--- src/rtl/fft_stage_sequencer.sv ---
// Radix-2 DIT FFT stage/butterfly sequencer driving a shared combinational butterfly.
// Optional FFT_SCALE_EN: halve each real/imag half on writeback (1/SAMPLES overall scaling).
module fft_stage_sequencer #(
    parameter int unsigned SAMPLES = 8,
    parameter int unsigned WIDTH   = 16
) (
    input  logic                         clk,
    input  logic                         rst_n,
    input  logic                         start,
    output logic                         busy,
    output logic                         done,
    output logic [$clog2(SAMPLES)-1:0]   rd_addr_a,
    output logic [$clog2(SAMPLES)-1:0]   rd_addr_b,
    input  logic [WIDTH-1:0]             rd_data_a,
    input  logic [WIDTH-1:0]             rd_data_b,
    output logic [$clog2(SAMPLES)-2:0]   tw_addr,
    input  logic [WIDTH-1:0]             tw_data,
    output logic [WIDTH-1:0]             bf_in1,
    output logic [WIDTH-1:0]             bf_in2,
    output logic [WIDTH-1:0]             bf_tw,
    input  logic [WIDTH-1:0]             bf_out1,
    input  logic [WIDTH-1:0]             bf_out2,
    output logic                         wr_en,
    output logic [$clog2(SAMPLES)-1:0]   wr_addr_a,
    output logic [$clog2(SAMPLES)-1:0]   wr_addr_b,
    output logic [WIDTH-1:0]             wr_data_a,
    output logic [WIDTH-1:0]             wr_data_b
);

    localparam int unsigned LOG2 = $clog2(SAMPLES);
    localparam int unsigned HALF = SAMPLES / 2;
    localparam int unsigned KW   = LOG2 - 1;
    localparam int unsigned SW   = (LOG2 > 1) ? $clog2(LOG2) : 1;
    localparam int unsigned HW   = WIDTH / 2;

    typedef enum logic [1:0] {StIdle, StRun, StDrain, StDone} state_e;

    state_e          state_q, state_d;
    logic [SW-1:0]   stage_q, stage_d;
    logic [KW-1:0]   bfly_q, bfly_d;
    logic            busy_q, busy_d;
    logic            done_q, done_d;
    logic            wr_en_q, wr_en_d;
    logic [LOG2-1:0] rd_addr_a_q, rd_addr_a_d;
    logic [LOG2-1:0] rd_addr_b_q, rd_addr_b_d;
    logic [KW-1:0]   tw_addr_q, tw_addr_d;
    logic [LOG2-1:0] wr_addr_a_q, wr_addr_a_d;
    logic [LOG2-1:0] wr_addr_b_q, wr_addr_b_d;

    logic [LOG2-1:0] span, pos, grp, addr_a;

    always_comb begin
        state_d = state_q;
        stage_d = stage_q;
        bfly_d  = bfly_q;
        case (state_q)
            StIdle: begin
                if (start) begin
                    state_d = StRun;
                    stage_d = '0;
                    bfly_d  = '0;
                end
            end
            StRun: begin
                if (bfly_q == KW'(HALF - 1)) begin
                    state_d = StDrain;
                end else begin
                    bfly_d = bfly_q + KW'(1);
                end
            end
            StDrain: begin
                if (stage_q == SW'(LOG2 - 1)) begin
                    state_d = StDone;
                end else begin
                    state_d = StRun;
                    stage_d = stage_q + SW'(1);
                    bfly_d  = '0;
                end
            end
            StDone: begin
                state_d = StIdle;
                stage_d = '0;
                bfly_d  = '0;
            end
            default: state_d = StIdle;
        endcase
    end

    // Addresses are computed from the next (stage, butterfly) so they appear
    // registered in the same cycle the FSM is in RUN for that butterfly.
    always_comb begin
        span   = LOG2'(1) << stage_d;
        pos    = LOG2'(bfly_d) & (span - LOG2'(1));
        grp    = LOG2'(bfly_d) >> stage_d;
        addr_a = ((grp << stage_d) << 1) | pos;

        rd_addr_a_d = rd_addr_a_q;
        rd_addr_b_d = rd_addr_b_q;
        tw_addr_d   = tw_addr_q;
        if (state_d == StRun) begin
            rd_addr_a_d = addr_a;
            rd_addr_b_d = addr_a | span;
            tw_addr_d   = KW'(pos) << (SW'(LOG2 - 1) - stage_d);
        end

        busy_d      = (state_d == StRun) || (state_d == StDrain);
        done_d      = (state_d == StDone);
        // Read data returns one cycle after issue; write back in that cycle.
        wr_en_d     = (state_q == StRun);
        wr_addr_a_d = rd_addr_a_q;
        wr_addr_b_d = rd_addr_b_q;
    end

    always_ff @(posedge clk or negedge rst_n) begin
        if (!rst_n) begin
            state_q     <= StIdle;
            stage_q     <= '0;
            bfly_q      <= '0;
            busy_q      <= 1'b0;
            done_q      <= 1'b0;
            wr_en_q     <= 1'b0;
            rd_addr_a_q <= '0;
            rd_addr_b_q <= '0;
            tw_addr_q   <= '0;
            wr_addr_a_q <= '0;
            wr_addr_b_q <= '0;
        end else begin
            state_q     <= state_d;
            stage_q     <= stage_d;
            bfly_q      <= bfly_d;
            busy_q      <= busy_d;
            done_q      <= done_d;
            wr_en_q     <= wr_en_d;
            rd_addr_a_q <= rd_addr_a_d;
            rd_addr_b_q <= rd_addr_b_d;
            tw_addr_q   <= tw_addr_d;
            wr_addr_a_q <= wr_addr_a_d;
            wr_addr_b_q <= wr_addr_b_d;
        end
    end

    assign busy      = busy_q;
    assign done      = done_q;
    assign wr_en     = wr_en_q;
    assign rd_addr_a = rd_addr_a_q;
    assign rd_addr_b = rd_addr_b_q;
    assign tw_addr   = tw_addr_q;
    assign wr_addr_a = wr_addr_a_q;
    assign wr_addr_b = wr_addr_b_q;

    assign bf_in1 = rd_data_a;
    assign bf_in2 = rd_data_b;
    assign bf_tw  = tw_data;

`ifdef FFT_SCALE_EN
    assign wr_data_a = {bf_out1[WIDTH-1], bf_out1[WIDTH-1:HW+1],
                        bf_out1[HW-1],    bf_out1[HW-1:1]};
    assign wr_data_b = {bf_out2[WIDTH-1], bf_out2[WIDTH-1:HW+1],
                        bf_out2[HW-1],    bf_out2[HW-1:1]};
`else
    assign wr_data_a = bf_out1;
    assign wr_data_b = bf_out2;
`endif

endmodule

--- config.mk ---
export PLATFORM = sky130hd
export DESIGN_NAME = fft_stage_sequencer
export DESIGN_NICKNAME = d
export VERILOG_FILES = /design/src/rtl/fft_stage_sequencer.sv
export SDC_FILE = /design/constraint.sdc
export NUM_CORES = 1
export LEC_CHECK = 0
export CAP_MARGIN = 40
export CORE_MARGIN = 1
export CORE_UTILIZATION = 26
export CTS_BUF_LIST = sky130_fd_sc_hd__clkbuf_16
export DETAILED_ROUTE_END_ITERATION = 6
export PLACE_DENSITY = 0.9
export RECOVER_POWER = 100
export REMOVE_ABC_BUFFERS = 1
export SYNTH_ARGS = -nofsm -noshare
export SYNTH_HDL_FRONTEND = slang
export SYNTH_SLANG_ARGS = --single-unit
--- constraint.sdc ---
create_clock -name clk -period 1.8 [get_ports clk]
set_input_delay 0.36 -clock clk [delete_from_list [all_inputs] [get_ports clk]]
set_output_delay 0.36 -clock clk [all_outputs]
set_load 0.005 [all_outputs]
* Word level (Yosys, flattened, before mapping)
Cells that the tools add are included.
Word-level totals: flip-flop bits (word level) 23, output and inout port bits 97
Operators by class: $add $sub $neg 4, equality and inequality tests 8, shift-type cells 4, muxes and demuxes 11, bitwise gates (word level) 3, reductions and logical operators 2
Operators by type and width (number):
- $mux W2 | 8
- $pmux W2 S4 | 2
- $eq A2 B2 Y1 const B | 6
- $or A3 B3 Y3 | 2
- $pmux W2 S3 | 1
- $add A2 B1 Y2 const B | 2
- $eq A2 B1 Y1 const B | 2
- $and A2 B3 Y3 | 1
- $shl A1 B2 Y3 const A | 1
- $shl A3 B2 Y2 | 1
- $shr A2 B2 Y3 | 1
- $sub A3 B1 Y3 const B | 1
- $logic_not A2 Y1 | 1
- $shl A2 B2 Y2 | 1
- $sub A2 B2 Y2 const A | 1
- $logic_or A1 B1 Y1 | 1

* Logic depth before layout (Yosys ltp)
word-level depth 8, mapped depth 9

* Worst setup path before layout
Ideal clock, no wire load.
path kind reg2reg, start register state_q[0], end register rd_addr_b_q[1] (netlist: rd_addr_b[1]), setup time 0.082 ns, arrival 1.860 ns, path slack -0.142 ns, cell stages (with the launch flop) 9, buffers on the path 0, clock period less this slack 1.942 ns, cell sequence dfrtp_1 -> nand2b_2 -> a32oi_4 -> inv_2 -> ha_1 -> or2_2 -> a21oi_1 -> a31oi_1 -> a31oi_1
On the way: longest elaborated chain between the ends 7, elaborated cells on any way between the ends 17
Ends and longest elaborated chain:
- start: declaration | RTL line 38 | state_e state_q, state_d;
- start signal: assignment | RTL line 116 | state_q <= StIdle;
- start signal: assignment | RTL line 128 | state_q <= state_d;
- $eq A2 B2 Y1 / $logic_not A2 Y1 (equally long branches) | RTL line 56 | case (state_q)
- $pmux W2 S3 * | RTL line 56
- via stage_d[0] | RTL line 39 | logic [SW-1:0] stage_q, stage_d;
- $shl A1 B2 Y3 | RTL line 92 | span = LOG2'(1) << stage_d;
- $sub A3 B1 Y3 | RTL line 93 | pos = LOG2'(bfly_d) & (span - LOG2'(1));
- $and A2 B3 Y3 | RTL line 93
- $or A3 B3 Y3 | RTL line 95 | addr_a = ((grp << stage_d) << 1) | pos;
- $or A3 B3 Y3 * | RTL line 102 | rd_addr_b_d = addr_a | span;
- end signal: assignment | RTL line 135 | rd_addr_b_q <= rd_addr_b_d;
- end: declaration | RTL line 45 | logic [LOG2-1:0] rd_addr_b_q, rd_addr_b_d;
Mark *: on every way through the listed nets, which the timed path passes. The rest lies on a longest branch. A chain may end at the register's enable or synchronous reset.

* Worst setup path in the final report
start register state_q[0], end register tw_addr_q[1] (netlist: tw_addr[1])
On the way: longest elaborated chain between the ends 6, elaborated cells on any way between the ends 15
Ends and longest elaborated chain:
- $eq A2 B2 Y1 / $logic_not A2 Y1 (equally long branches) | RTL line 56
- $pmux W2 S3 * | RTL line 56
- via stage_d[0] | RTL line 39
- $shl A1 B2 Y3 | RTL line 92
- $sub A3 B1 Y3 | RTL line 93
- $and A2 B3 Y3 | RTL line 93
- $shl A2 B2 Y2 * | RTL line 103 | tw_addr_d = KW'(pos) << (SW'(LOG2 - 1) - stage_d);
- end signal: assignment | RTL line 136 | tw_addr_q <= tw_addr_d;
- end: declaration | RTL line 46 | logic [KW-1:0] tw_addr_q, tw_addr_d;
Marked as above.

==> results_dict.tcl <==
set metrics [dict create \
    grt_use_total_pct 28.8 \
    numCtsBuffers 3 \
    cts.sinks 23 \
    timing.fmax_mhz 540 \
    synth.area.top_cells "buf_4 36%, dfrtp_1 35%, ha_1 4.5%, a32oi_4 3.3%, inv_1 2.3%" \
    die_x_microns 81.7 \
    pwr-share-seq_pct 28.0 \
    vias 1057 \
    clkPwrFrac_pct 15.5 \
    yosysTopAreaCell "buf_4" \
    htree_levels 1 \
    synth_cell_types 29 \
    hp-start "rd_addr_b[2]" \
    worstPathMaxFanout 4 \
    switching_share_pct 34.8 \
    cts_root_buf "clkbuf_16" \
    ant_nets 0 \
    crit_family "compound AO/OA/AOI/OAI gates" \
    p_int_mw 2.05 \
    drt_iter0_drc 61 \
    r2r_slack_ns -0.05 \
    status "finished with violations" \
    drv_slew 0 \
    worstPathArrival_ns 2.03 \
    drcViolationCount 0 \
    setup_viol 3 \
    crit_chain "and2b_4 -> a32oi_4 -> inv_2 -> ha_4 -> or2_4 -> a211oi_2 -> a21oi_2 -> o22ai_2" \
    cts_buffer_depth 2 \
    yosys.area.top_type_share_pct 36.4 \
    detail_route.wl_per_cell_microns 46.4 \
    start_util_pct 27.4 \
    setup_ws_ns -0.0507 \
    critical_path_required_ns 1.98 \
    p_sw_mw 1.09 \
    maxCapViolCount 0 \
    avgSynthCellArea_sq_um 10.0 \
    synth_compound_area_share_pct 12.0 \
    synthXorXnorAreaFrac_pct 0 \
    fin_worst_skew_ns 0.00193 \
    power_frac_comb_pct 56.5 \
    fin_cells 209 \
    slowest_delay_ns 0.39 \
    grt_pass1_vias 1030 \
    synth_top_family_by_area "buffers and inverters" \
    routed.top_layer "met4" \
    startpoint_type "register" \
    post_route_cells_drive_above_1_share_pct 40.3 \
    io_pins 180 \
    grt_max_degree 24 \
    grt-ovfl-total 0 \
    reg2reg_from "state_q[0]" \
    synthCells 165 \
    cp_slowest_cell "dfrtp_1" \
    fill_cells 636 \
    total_power_mw 3.14 \
    synthMuxAreaShare_pct 1.29 \
    die_area_sq_um 6670 \
    min_period_ns 1.85 \
    cp-end-kind "register" \
    violations "setup timing" \
    ys_ff_latch 23 \
    dr_wl_met2_mm 4.49 \
    gp_congestion 1.07 \
    fp.dieH_microns 81.7 \
    vdd_drop_max_v 0.000793 \
    antenna_found_initial 0 \
    num_rows 28 \
    relSlewSlack_pct 60.8 \
    rsz0062_at_grt "yes" \
    cts_hold_buf 0 \
    synth_warnings 0 \
    wl_met3_mm 2.90 \
    synthAdderAreaFrac_pct 4.55 \
    path_buf_inv 1 \
    hpwl_mm 8.88 \
    core_sq_um 6030 \
    hold_viol 0 \
    synthSimpleGateAreaFrac_pct 7.95 \
    wl_mm 9.70 \
    grt_first_pass_wirelength_mm 11.3 \
    placed_cells 202 \
    n_antenna_cell 0 \
    period_share_pct 103 \
    io_buffers 19 \
    path_class "reg -> reg" \
    finalSetupTns_ns -0.132 \
    cts_tree "yes" \
    drt-met1-wl_mm 1.48 \
    min_path_type "reg -> reg" \
    yosysSeqAreaShare_pct 34.8 \
    p_leak_nw 0.725 \
    synth_area_sq_um 1650 \
    critPathLaunch "state_q[0]" \
    first_pass_iters 4 \
    powerDensity_nw_per_um2 1870 \
    insertion_delay_ns 0.26 \
    via_per_inst 5.06 \
    area.growth.synth_to_final_pct 1.59 \
    finalNetCount 224 \
    clk_pin_slew_ns 0.06 \
    worst_slew_pin_slew_ns 0.588 \
]
worst register-to-register path, cell delays in order (launching register included):
cell and delay (ns):
dfrtp_1 0.39, and2b_4 0.23, a32oi_4 0.22, inv_2 0.09, ha_4 0.18, or2_4 0.25, a211oi_2 0.26, a21oi_2 0.06
o22ai_2 0.10
area by class of cell:
cell class	instances	area, sq um	area share (%)
inverter	12	45.0	2.68
clock buffer	3	75.1	4.47
tap	75	93.8	5.59
sequential	23	576	34.3
timing repair buffer	46	400	23.9
clock inverter	1	5.00	0.298
multi-input combinational	49	483	28.8
per-layer routing:
| layer | global-route usage, % | vias to the layer above |
|---|---|---|
| met4 | 19.5 | 0 |
| met3 | 40.0 | 36 |
| met1 | 12.6 | 471 |
| met5 | 0 | - |
| met2 | 47.5 | 162 |
| li1 | - | 388 |
power by group through the flow:
stage	Combinational [mW]	Clock [mW]	Sequential, mW
2_1_floorplan	0.730	0	0.888
4_1_cts	1.63	0.487	0.880
5_1_grt	1.91	0.509	0.908
3_5_place_dp	1.56	0	0.887
3_3_place_gp	1.53	0	0.882
6_report	1.77	0.488	0.878
state kept, by name, indices dropped and copies added, names as in the netlist:
register   count
wr_addr_b      3
rd_addr_b      3
wr_addr_a      3
bfly_q         2
done           1
rd_addr_a      3
state_q        2
stage_q        2
tw_addr        2
busy           1
wr_en          1
logic make-up (layout without fill, tap and decap cells):
kind of cell               Yosys count  count (layout)
DFF                                 23              23
AOI/OAI and AO/OA                   19              19
muxes                                2               2
buffers and inverters               93              62
and+or+nand+nor                     22              22
adders and majority gates            6               6
per-stage QoR:
stage | hold slack [ns] | setup WS (ns) | utilization [%] | instance area (sq um)
floorplan | 0.0644 | -0.142 | - | 1050
global placement | 0.396 | -0.411 | 25.1 | 1510
detailed placement | 0.403 | -0.456 | 25.1 | 1510
CTS | 0.413 | -0.00502 | 27.0 | 1620
global route | 0.426 | -0.137 | 27.8 | 1680
finish | 0.413 | -0.0507 | 27.8 | 1680
Yosys cell counts:
cell       number
buf_4          80
nand2b_1        1
a32oi_4         2
o21ai_1         1
o21ai_0         1
a31o_2          1
inv_1          10
clkbuf_1        1
a31oi_1         2
and2_4          1
o2bb2ai_2       1
nor3b_1         2
dfrtp_1        23
mux2_2          1
a211oi_2        1
and4b_1         1
ha_1            6
and2b_4         2
nand2_1         5
or2_2           2
a21oi_1         6
o22ai_1         1
nand2b_2        2
o32ai_2         1
mux2i_1         1
inv_2           2
nor2_1          6
a211oi_4        1
o22ai_2         1
cells in the final DEF, fill, tap and decap left out, types with 2 or more instances in the layout:
master           Yosys  layout
inv_1               10      10
o21ai_1              1       2
nor3b_1              2       2
ha_1                 6       2
a32oi_4              2       2
buf_4               80      23
nand2b_4             0       2
inv_2                2       2
nand2_1              5       5
a31oi_1              2       2
ha_4                 0       3
a21oi_1              6       5
clkbuf_16            0       3
clkdlybuf4s50_1      0      17
buf_6                0       3
and2b_4              2       2
nor2_1               6       6
dfrtp_1             23      23
final timing paths:
path                                 to  depth (start not counted)
max                          tw_addr[1]                          8
min                        wr_addr_b[2]                          0
max reg2reg                  tw_addr[1]                          8
min reg2reg                wr_addr_b[2]                          0
max in group asynchronous  wr_addr_b[1]                          2
min in group asynchronous    state_q[0]                          2
what timing repair did:
item | in CTS | in global routing
pin swaps | 5 | 9
buffers inserted | 2 | 1
resized for setup | 7 | 10
setup endpoints to repair | 8 | 7
Note: power is estimated with default switching activity, not from simulation.
